### config.mk
export PLATFORM = sky130hd
export DESIGN_NAME = fetch_unit_flat
export DESIGN_NICKNAME = d
export VERILOG_FILES = /design/src/rtl/fetch_pkg.sv /design/src/rtl/fetch_if.sv /design/src/rtl/fetch_parity.sv /design/src/rtl/fetch_unit.sv /design/src/flat_wrapper.sv
export SDC_FILE = /design/constraint.sdc
export NUM_CORES = 1
export LEC_CHECK = 0
export BUFFER_PORTS_ARGS = -buffer_cell sky130_fd_sc_hd__clkbuf_2
export CORE_UTILIZATION = 54
export DETAILED_ROUTE_END_ITERATION = 12
export PLACE_DENSITY = 0.83
export SYNTH_ARGS = -nofsm -noshare
export SYNTH_HDL_FRONTEND = slang
export SYNTH_SLANG_ARGS = --single-unit
### constraint.sdc
create_clock -name clk -period 3.39 [get_ports clk]
set_input_delay 0.8475 -clock clk [delete_from_list [all_inputs] [get_ports clk]]
set_output_delay 0.8475 -clock clk [all_outputs]
set_load 0.01 [all_outputs]
### src/rtl/fetch_pkg.sv
// Shared widths and FSM encoding for the instruction fetch sequencer.
// The FAULT state only exists when FETCH_PARITY_EN is defined.
package fetch_pkg;

  localparam int PC_W    = 8;
  localparam int INSTR_W = 19;

  typedef enum logic [2:0] {
    ST_REQ,
    ST_VALID,
    ST_ADV,
    ST_DROP
`ifdef FETCH_PARITY_EN
    , ST_FAULT
`endif
  } fetch_state_t;

endpackage

### src/rtl/fetch_if.sv
// Instruction-memory read bus (req/ack). The parity bit imem_rpar is only
// present when FETCH_PARITY_EN is defined.
interface fetch_if;
  import fetch_pkg::*;

  logic               imem_req;
  logic [PC_W-1:0]    imem_addr;
  logic               imem_ack;
  logic [INSTR_W-1:0] imem_rdata;

`ifdef FETCH_PARITY_EN
  logic               imem_rpar;

  modport master (output imem_req, imem_addr, input imem_ack, imem_rdata, imem_rpar);
  modport slave  (input imem_req, imem_addr, output imem_ack, imem_rdata, imem_rpar);
`else
  modport master (output imem_req, imem_addr, input imem_ack, imem_rdata);
  modport slave  (input imem_req, imem_addr, output imem_ack, imem_rdata);
`endif

endinterface

### src/rtl/fetch_parity.sv
// Combinational odd-parity checker over {par, data}; only built with
// FETCH_PARITY_EN defined.
`ifdef FETCH_PARITY_EN
module fetch_parity
  import fetch_pkg::*;
(
  input  logic [INSTR_W-1:0] data,
  input  logic               par,
  output logic               err
);

  // Odd parity: the total number of ones must be odd.
  assign err = ~(^{par, data});

endmodule
`endif

### src/rtl/fetch_unit.sv
// Fetch sequencer: pc -> imem req/ack -> decoder valid/ready -> next_pc/pcwrite.
// FETCH_PARITY_EN adds imem_rpar checking and a sticky fetch_fault.
module fetch_unit
  import fetch_pkg::*;
(
  input  logic               clk,
  input  logic               rst,
  input  logic [PC_W-1:0]    pc,
  output logic               pcwrite,
  output logic [PC_W-1:0]    next_pc,
  fetch_if.master            imem,
  output logic               instr_valid,
  output logic [INSTR_W-1:0] instr,
  output logic [PC_W-1:0]    instr_pc,
  input  logic               dec_ready,
  input  logic               redirect,
  input  logic [PC_W-1:0]    redirect_pc,
  output logic               fetch_fault
);

  fetch_state_t       state_q, state_d;
  logic               req_q, req_d;
  logic [PC_W-1:0]    addr_q, addr_d;
  logic [INSTR_W-1:0] instr_q, instr_d;
  logic [PC_W-1:0]    instr_pc_q, instr_pc_d;
  logic [PC_W-1:0]    target_q, target_d;
  logic [PC_W-1:0]    next_pc_q, next_pc_d;
  logic               pcwrite_q, pcwrite_d;
  logic               valid_q, valid_d;
  logic               fault_q, fault_d;

  logic               xfer;
  logic               enter_adv;
  logic [PC_W-1:0]    adv_pc;

  assign xfer = req_q & imem.imem_ack;

`ifdef FETCH_PARITY_EN
  logic par_err;

  fetch_parity u_parity (
    .data (imem.imem_rdata),
    .par  (imem.imem_rpar),
    .err  (par_err)
  );
`endif

  always_comb begin
    // NOTE: every _d and helper gets a default first, so no path leaves one unassigned and no latch is inferred.
    state_d    = state_q;
    req_d      = req_q;
    addr_d     = addr_q;
    instr_d    = instr_q;
    instr_pc_d = instr_pc_q;
    target_d   = target_q;
    next_pc_d  = next_pc_q;
    pcwrite_d  = 1'b0;
    valid_d    = valid_q;
    fault_d    = fault_q;
    enter_adv  = 1'b0;
    adv_pc     = target_q;

    case (state_q)
      ST_REQ: begin
        req_d = 1'b1;
        // First cycle after reset has no request out yet; launch it from pc.
        if (!req_q) addr_d = pc;
        if (xfer && !redirect) begin
          instr_d    = imem.imem_rdata;
          instr_pc_d = addr_q;
          req_d      = 1'b0;
          valid_d    = 1'b1;
          state_d    = ST_VALID;
        end else if (xfer) begin
          enter_adv = 1'b1;
          adv_pc    = redirect_pc;
        end else if (redirect) begin
          target_d = redirect_pc;
          state_d  = ST_DROP;
        end
      end
      ST_VALID: begin
        if (redirect) begin
          enter_adv = 1'b1;
          adv_pc    = redirect_pc;
        end else if (dec_ready) begin
          enter_adv = 1'b1;
          adv_pc    = instr_pc_q + 1'b1;
        end
      end
      ST_ADV: begin
        if (redirect) begin
          enter_adv = 1'b1;
          adv_pc    = redirect_pc;
        end else begin
          // pc loads next_pc on this edge, so target is the new pc value.
          req_d   = 1'b1;
          addr_d  = target_q;
          state_d = ST_REQ;
        end
      end
      ST_DROP: begin
        if (xfer) begin
          enter_adv = 1'b1;
          adv_pc    = redirect ? redirect_pc : target_q;
        end else if (redirect) begin
          target_d = redirect_pc;
        end
      end
`ifdef FETCH_PARITY_EN
      ST_FAULT: begin
        req_d   = 1'b0;
        valid_d = 1'b0;
      end
`endif
      default: state_d = ST_REQ;
    endcase

    if (enter_adv) begin
      state_d   = ST_ADV;
      target_d  = adv_pc;
      next_pc_d = adv_pc;
      pcwrite_d = 1'b1;
      req_d     = 1'b0;
      valid_d   = 1'b0;
    end

`ifdef FETCH_PARITY_EN
    // Parity is checked on every transfer, including ones being discarded.
    if (xfer && par_err) begin
      state_d   = ST_FAULT;
      fault_d   = 1'b1;
      req_d     = 1'b0;
      valid_d   = 1'b0;
      pcwrite_d = 1'b0;
    end
`endif
  end

  always_ff @(posedge clk or posedge rst) begin
    if (rst) begin
      state_q    <= ST_REQ;
      req_q      <= 1'b0;
      addr_q     <= '0;
      instr_q    <= '0;
      instr_pc_q <= '0;
      target_q   <= '0;
      next_pc_q  <= '0;
      pcwrite_q  <= 1'b0;
      valid_q    <= 1'b0;
      fault_q    <= 1'b0;
    end else begin
      // NOTE: non-blocking assignments so every flop samples pre-edge values.
      state_q    <= state_d;
      req_q      <= req_d;
      addr_q     <= addr_d;
      instr_q    <= instr_d;
      instr_pc_q <= instr_pc_d;
      target_q   <= target_d;
      next_pc_q  <= next_pc_d;
      pcwrite_q  <= pcwrite_d;
      valid_q    <= valid_d;
      fault_q    <= fault_d;
    end
  end

  assign imem.imem_req  = req_q;
  assign imem.imem_addr = addr_q;
  assign instr_valid    = valid_q;
  assign instr          = instr_q;
  assign instr_pc       = instr_pc_q;
  assign pcwrite        = pcwrite_q;
  assign next_pc        = next_pc_q;
  assign fetch_fault    = fault_q;

endmodule
### src/flat_wrapper.sv
// flat-port wrapper written by rule: the top's interface ports become plain ports
module fetch_unit_flat import fetch_pkg::*;
  (clk, rst, pc, pcwrite, next_pc, instr_valid, instr, instr_pc, dec_ready, redirect, redirect_pc, fetch_fault, imem_imem_req, imem_imem_addr, imem_imem_ack, imem_imem_rdata);
  fetch_if imem_i ();
  input  logic clk;
  input  logic rst;
  input  logic [PC_W-1:0] pc;
  output logic pcwrite;
  output logic [PC_W-1:0] next_pc;
  output logic instr_valid;
  output logic [INSTR_W-1:0] instr;
  output logic [PC_W-1:0] instr_pc;
  input  logic dec_ready;
  input  logic redirect;
  input  logic [PC_W-1:0] redirect_pc;
  output logic fetch_fault;
  output wire logic [$bits(imem_i.imem_req)-1:0] imem_imem_req;
  output wire logic [$bits(imem_i.imem_addr)-1:0] imem_imem_addr;
  input wire logic [$bits(imem_i.imem_ack)-1:0] imem_imem_ack;
  input wire logic [$bits(imem_i.imem_rdata)-1:0] imem_imem_rdata;
  assign imem_imem_req = imem_i.imem_req;
  assign imem_imem_addr = imem_i.imem_addr;
  assign imem_i.imem_ack = imem_imem_ack;
  assign imem_i.imem_rdata = imem_imem_rdata;
  fetch_unit u_core (.clk(clk), .rst(rst), .pc(pc), .pcwrite(pcwrite), .next_pc(next_pc), .imem(imem_i), .instr_valid(instr_valid), .instr(instr), .instr_pc(instr_pc), .dec_ready(dec_ready), .redirect(redirect), .redirect_pc(redirect_pc), .fetch_fault(fetch_fault));
endmodule
# Yosys cells after proc, flatten, opt, wreduce, memory -nomap -nowiden

Index checks and enable logic that the tools add are counted.
W data, S select, Z words.

Flip-flop bits (word level): 57
Input port bits: 40
Logic and storage cells: 70
Output and inout port bits: 47

Reductions and logical operators: 15
Equality and inequality tests: 10
Multiplexer cells: 34
$add $sub $neg: 1
Bitwise operators: 1

Operators with widths:

| cell                  | count |
|---|---|
| $mux W8               | 11 |
| $pmux W8 S2           | 2 |
| $pmux W8 S4           | 1 |
| $mux W3               | 5 |
| $mux W1               | 12 |
| $pmux W3 S3           | 1 |
| $add A8 B1 Y8 const B | 1 |
| $reduce_and A2 Y1     | 4 |
| $eq A3 B2 Y1 const B  | 2 |
| $ne A3 B2 Y1 const B  | 2 |
| $reduce_bool A2 Y1    | 3 |
| $reduce_bool A3 Y1    | 2 |
| $ne A2 B2 Y1 const B  | 2 |
| $ne A4 B2 Y1 const B  | 1 |
| $ne A4 B4 Y1 const B  | 1 |
| $pmux W1 S4           | 1 |
| $reduce_and A4 Y1     | 1 |
| $eq A3 B1 Y1 const B  | 1 |
| $logic_not A3 Y1      | 1 |
| $reduce_and A3 Y1     | 1 |
| $ne A2 B1 Y1 const B  | 1 |
| $pmux W1 S2           | 1 |
| $reduce_or A2 Y1      | 1 |
| $and A1 B1 Y1         | 1 |
| other kinds (2)       | 2 |

# Logic depth before layout (Yosys ltp)

Depth in word-level cells: 6
Depth in mapped cells: 10
Gate-level depth less buffers: 8

# Worst setup path after synthesis

OpenSTA, ideal clock, no wires.

Path kind: in2reg
Start: input port redirect
End: register u_core.target_q[3]
Data required time: 3.260 ns
Library setup time: 0.130 ns
Path slack: 1.455 ns
Cell stages on the path: 5
Arrival time: 1.805 ns
Cells stage by stage: or3_1 o211ai_1 a31oi_1 a2111oi_4 o21ai_1

Longest elaborated chain between the ends: 6

Ends and longest elaborated chain:

| element                                                      | line               | text |
|---|---|---|
| from (decl)                                                  | flat_wrapper.sv:14 | `input logic redirect;` |
| $logic_not A1 Y1                                             | fetch_unit.sv:68   | `if (xfer && !redirect) begin` |
| $logic_and A1 B1 Y1                                          | fetch_unit.sv:68   |  |
| $mux W1                                                      | fetch_unit.sv:68   |  |
| $pmux W1 S4                                                  | fetch_unit.sv:63   | `case (state_q)` |
| $ne A3 B2 Y1 (no line) or $reduce_bool A3 Y1 (tied branches) | -                  |  |
| $reduce_and A2 Y1 (no line)                                  | -                  |  |
| to (signal assigned)                                         | fetch_unit.sv:159  | `target_q <= target_d;` |
| to (decl)                                                    | fetch_unit.sv:26   | `logic [PC_W-1:0] target_q, target_d;` |

Several ways; a longest one is shown, not always the timed one. The select of a mux whose other input is x is not followed.
A chain may end at the register's enable or synchronous reset.

# Final worst setup path

Start: input port redirect
End: register u_core.next_pc_q[4] (netlist: u_core.next_pc[4])

Longest elaborated chain between the ends: 4

Ends and longest elaborated chain:

| element                                    | line              | text |
|---|---|---|
| $logic_not A1 Y1                           | fetch_unit.sv:68  |  |
| $logic_and A1 B1 Y1                        | fetch_unit.sv:68  |  |
| $mux W8 or $mux W1 (tied branches)         | fetch_unit.sv:68  |  |
| $pmux W8 S4 or $pmux W1 S4 (tied branches) | fetch_unit.sv:63  |  |
| to (signal assigned)                       | fetch_unit.sv:160 | `next_pc_q <= next_pc_d;` |
| to (decl)                                  | fetch_unit.sv:27  | `logic [PC_W-1:0] next_pc_q, next_pc_d;` |

Several ways; a longest one is shown, not always the timed one.

==> impl_metrics.ini <==
[clocking]
clk_pin_slew_ns = 0.09
cts_resized = 0
htree_levels = 2
post-cts-setup-buffers = 0
cts_inserted_buffers = 5
cts_tree = built
clock_latency_ns = 0.31
clockRootBuffer = clkbuf_8
ctsHoldBuffers = 0
cts_sinks = 56
clockBufferDepth = 2

[final_layout]
drive_gt1_frac = 0.372
fin_nets = 399
synthToLayoutAreaGrowth_pct = 17.6
diodes = 0

[die]
die_h_um = 76.3
die-area_sq_um = 5820
placementRows = 26
ios = 87
coreArea_sq_um = 5200
die_x_um = 76.3
initial_core_util = 0.572

[placement]
portBuffers = 85
dp_hpwl_um = 4750
place_congestion = 0.838

[global_routing]
track_usage = 0.240
grt_pass1_wl_um = 10900
antenna_found_initial = 0
grt_overflow_total = 0
grt_start_max_net_pins = 57
grt_pass1_vias = 2176

[sta]
setup-tns-final_ns = 0
rsz0062_at_grt = no
clock.fmax_mhz = 421
period_share = 0.700
hold_viol_final = 0
setup_viol = 0
worst_pin_slew_ns = 0.696
slew_headroom = 0.536
finClkSkew_ns = 0.00415
report.final.slew_viol_count = 0
period_minus_slack_ns = 2.37

[routing]
drt-initial-drc-count = 221
viasPerCell = 5.66
drt_pre_antenna_iters = 4
wire_per_inst_um = 15.8
wl_um = 6690
vias = 2406
ant_nets = 0
drc = 0

[logic_synthesis]
syn_nets = 319
ys_seq_area_frac = 0.470
synthArstFlopShare = 1.00
yosysTopAreaCellShare = 0.470
synth_seq_cells = 56
synthFlopType = dfrtp_1
synth_edf_count = 0
yosysWarnings = 0
synth.distinct_cells = 48
synthTopCellsByArea = dfrtp_1 47%, mux2_2 7.9%, mux2i_1 6.7%, mux2_4 4.0%, a21oi_1 3.7%
synth_area_sq_um = 2980
avgSynthCellArea_sq_um = 10.9
post-synth-top-count-cell = dfrtp_1
yosys.area.top_type = dfrtp_1
synth_top_cells_by_count = 56 x dfrtp_1, 27 x nor2_1, 22 x a21oi_1
netlist_instances = 274

[worst_setup_path]
end_kind = flop
cp-start-kind = input pin
cp_max_fo = 32
crit_required_ns = 3.59
crit_arrival_ns = 2.57
crit_type = in2reg

[pwr]
clockPowerShare = 0.110
intPower_uw = 1960
sw_frac_of_total = 0.422
p_sw_uw = 1430
power_density_nw_per_um2 = 967
leakage_uw = 0.00172
combPwrFrac = 0.500
finalPower_uw = 3390
pwr-share-seq = 0.390
max-vdd-ir-drop_mv = 0.512

[outcome]
status = finished, final reports clean

[run]
maxCapViolCount = 0

[worst_hold_path]
hp-class = reg2reg
-- power by group through the flow --
stage	Clock (uW)	Combinational [uW]	Sequential [uW]
after global placement	0	1640	1310
after CTS	388	1700	1320
after global routing	422	1870	1370
final	374	1690	1320
after detailed placement	0	1700	1330
after floorplan	0	1070	1390
-- state kept, by name, summed over array words and instances (netlist names) --
signal and count:
u_core.pcwrite 1, u_core.imem.imem_addr 8, u_core.next_pc 8, u_core.state_q 2, u_core.instr_valid 1, u_core.instr_pc 8, u_core.target_q 8, u_core.instr 19
u_core.imem.imem_req 1
-- logic make-up after synthesis --
kind of cell               share of synthesized area
and+or+nand+nor                                0.107
buffers and inverters                         0.0466
AOI/OAI and AO/OA                              0.155
adders and majority gates                     0.0210
DFF                                            0.470
other                                        0.00126
xor gates and xnor gates                      0.0118
muxes                                          0.187
-- final timing paths --
check	startpoint	endpoint	slack, ns	cells past startpoint
max	redirect	u_core.next_pc[4]	1.02	7
min	u_core.next_pc[1]	u_core.next_pc[1]	0.49	1
max reg2reg	u_core.state_q[0]	u_core.next_pc[4]	1.15	9
min reg2reg	u_core.next_pc[1]	u_core.next_pc[1]	0.49	1
max in group asynchronous	rst	u_core.target_q[3]	2.23	3
min in group asynchronous	rst	u_core.instr[16]	0.70	3
-- cells in the final DEF, fill, tap and decap left out, types with 3 or more instances in the layout --
cell      instances
a21boi_0          3
a21oi_1          22
a41oi_1           3
and3_1            3
buf_4             3
clkbuf_2         85
clkbuf_8          6
dfrtp_1          56
ha_1              5
inv_1             7
mux2_2           21
mux2_4            8
mux2i_1          20
nand2_1          14
nand2b_1          3
nand3_1           4
nor2_1           27
o211ai_1          5
o21a_1            4
o21ai_0          14
-- per-layer routing --
layer  vias to the layer above  share of wire  track usage
li1                       1134              -            -
met1                      1179           0.42        0.331
met2                        86           0.51        0.390
met3                         7          0.063       0.0515
met4                         0         0.0072       0.0500
met5                         -              0            0
-- cell type report --
type / count / area, sq um
Fill cell: 408 / 1700
Multi-Input combinational cell: 194 / 1440
Sequential cell: 56 / 1400
Timing Repair Buffer: 88 / 448
Tap cell: 70 / 87.6
Clock buffer: 7 / 86.3
Inverter: 9 / 35.0
Clock inverter: 1 / 7.51
-- critical path, stage by stage --
cell	delay, ns
clkbuf_2	0.47
a21oi_1	0.18
o22a_4	0.31
clkinv_2	0.25
o221ai_1	0.19
a41oi_1	0.23
nor2_1	0.08
-- metrics by stage --
stage               cells  utilization  worst slack [ns]  instance area [sq um]  hold WS [ns]
floorplan             274            -              1.17                   2980         0.506
global placement      417        0.655             0.816                   3410         0.482
detailed placement    417        0.655             0.719                   3410         0.479
CTS                   425        0.673              1.05                   3500         0.501
global route          425        0.673             0.905                   3500         0.524
finish                425        0.673              1.02                   3500         0.495
(Power assumes the default switching activity.)
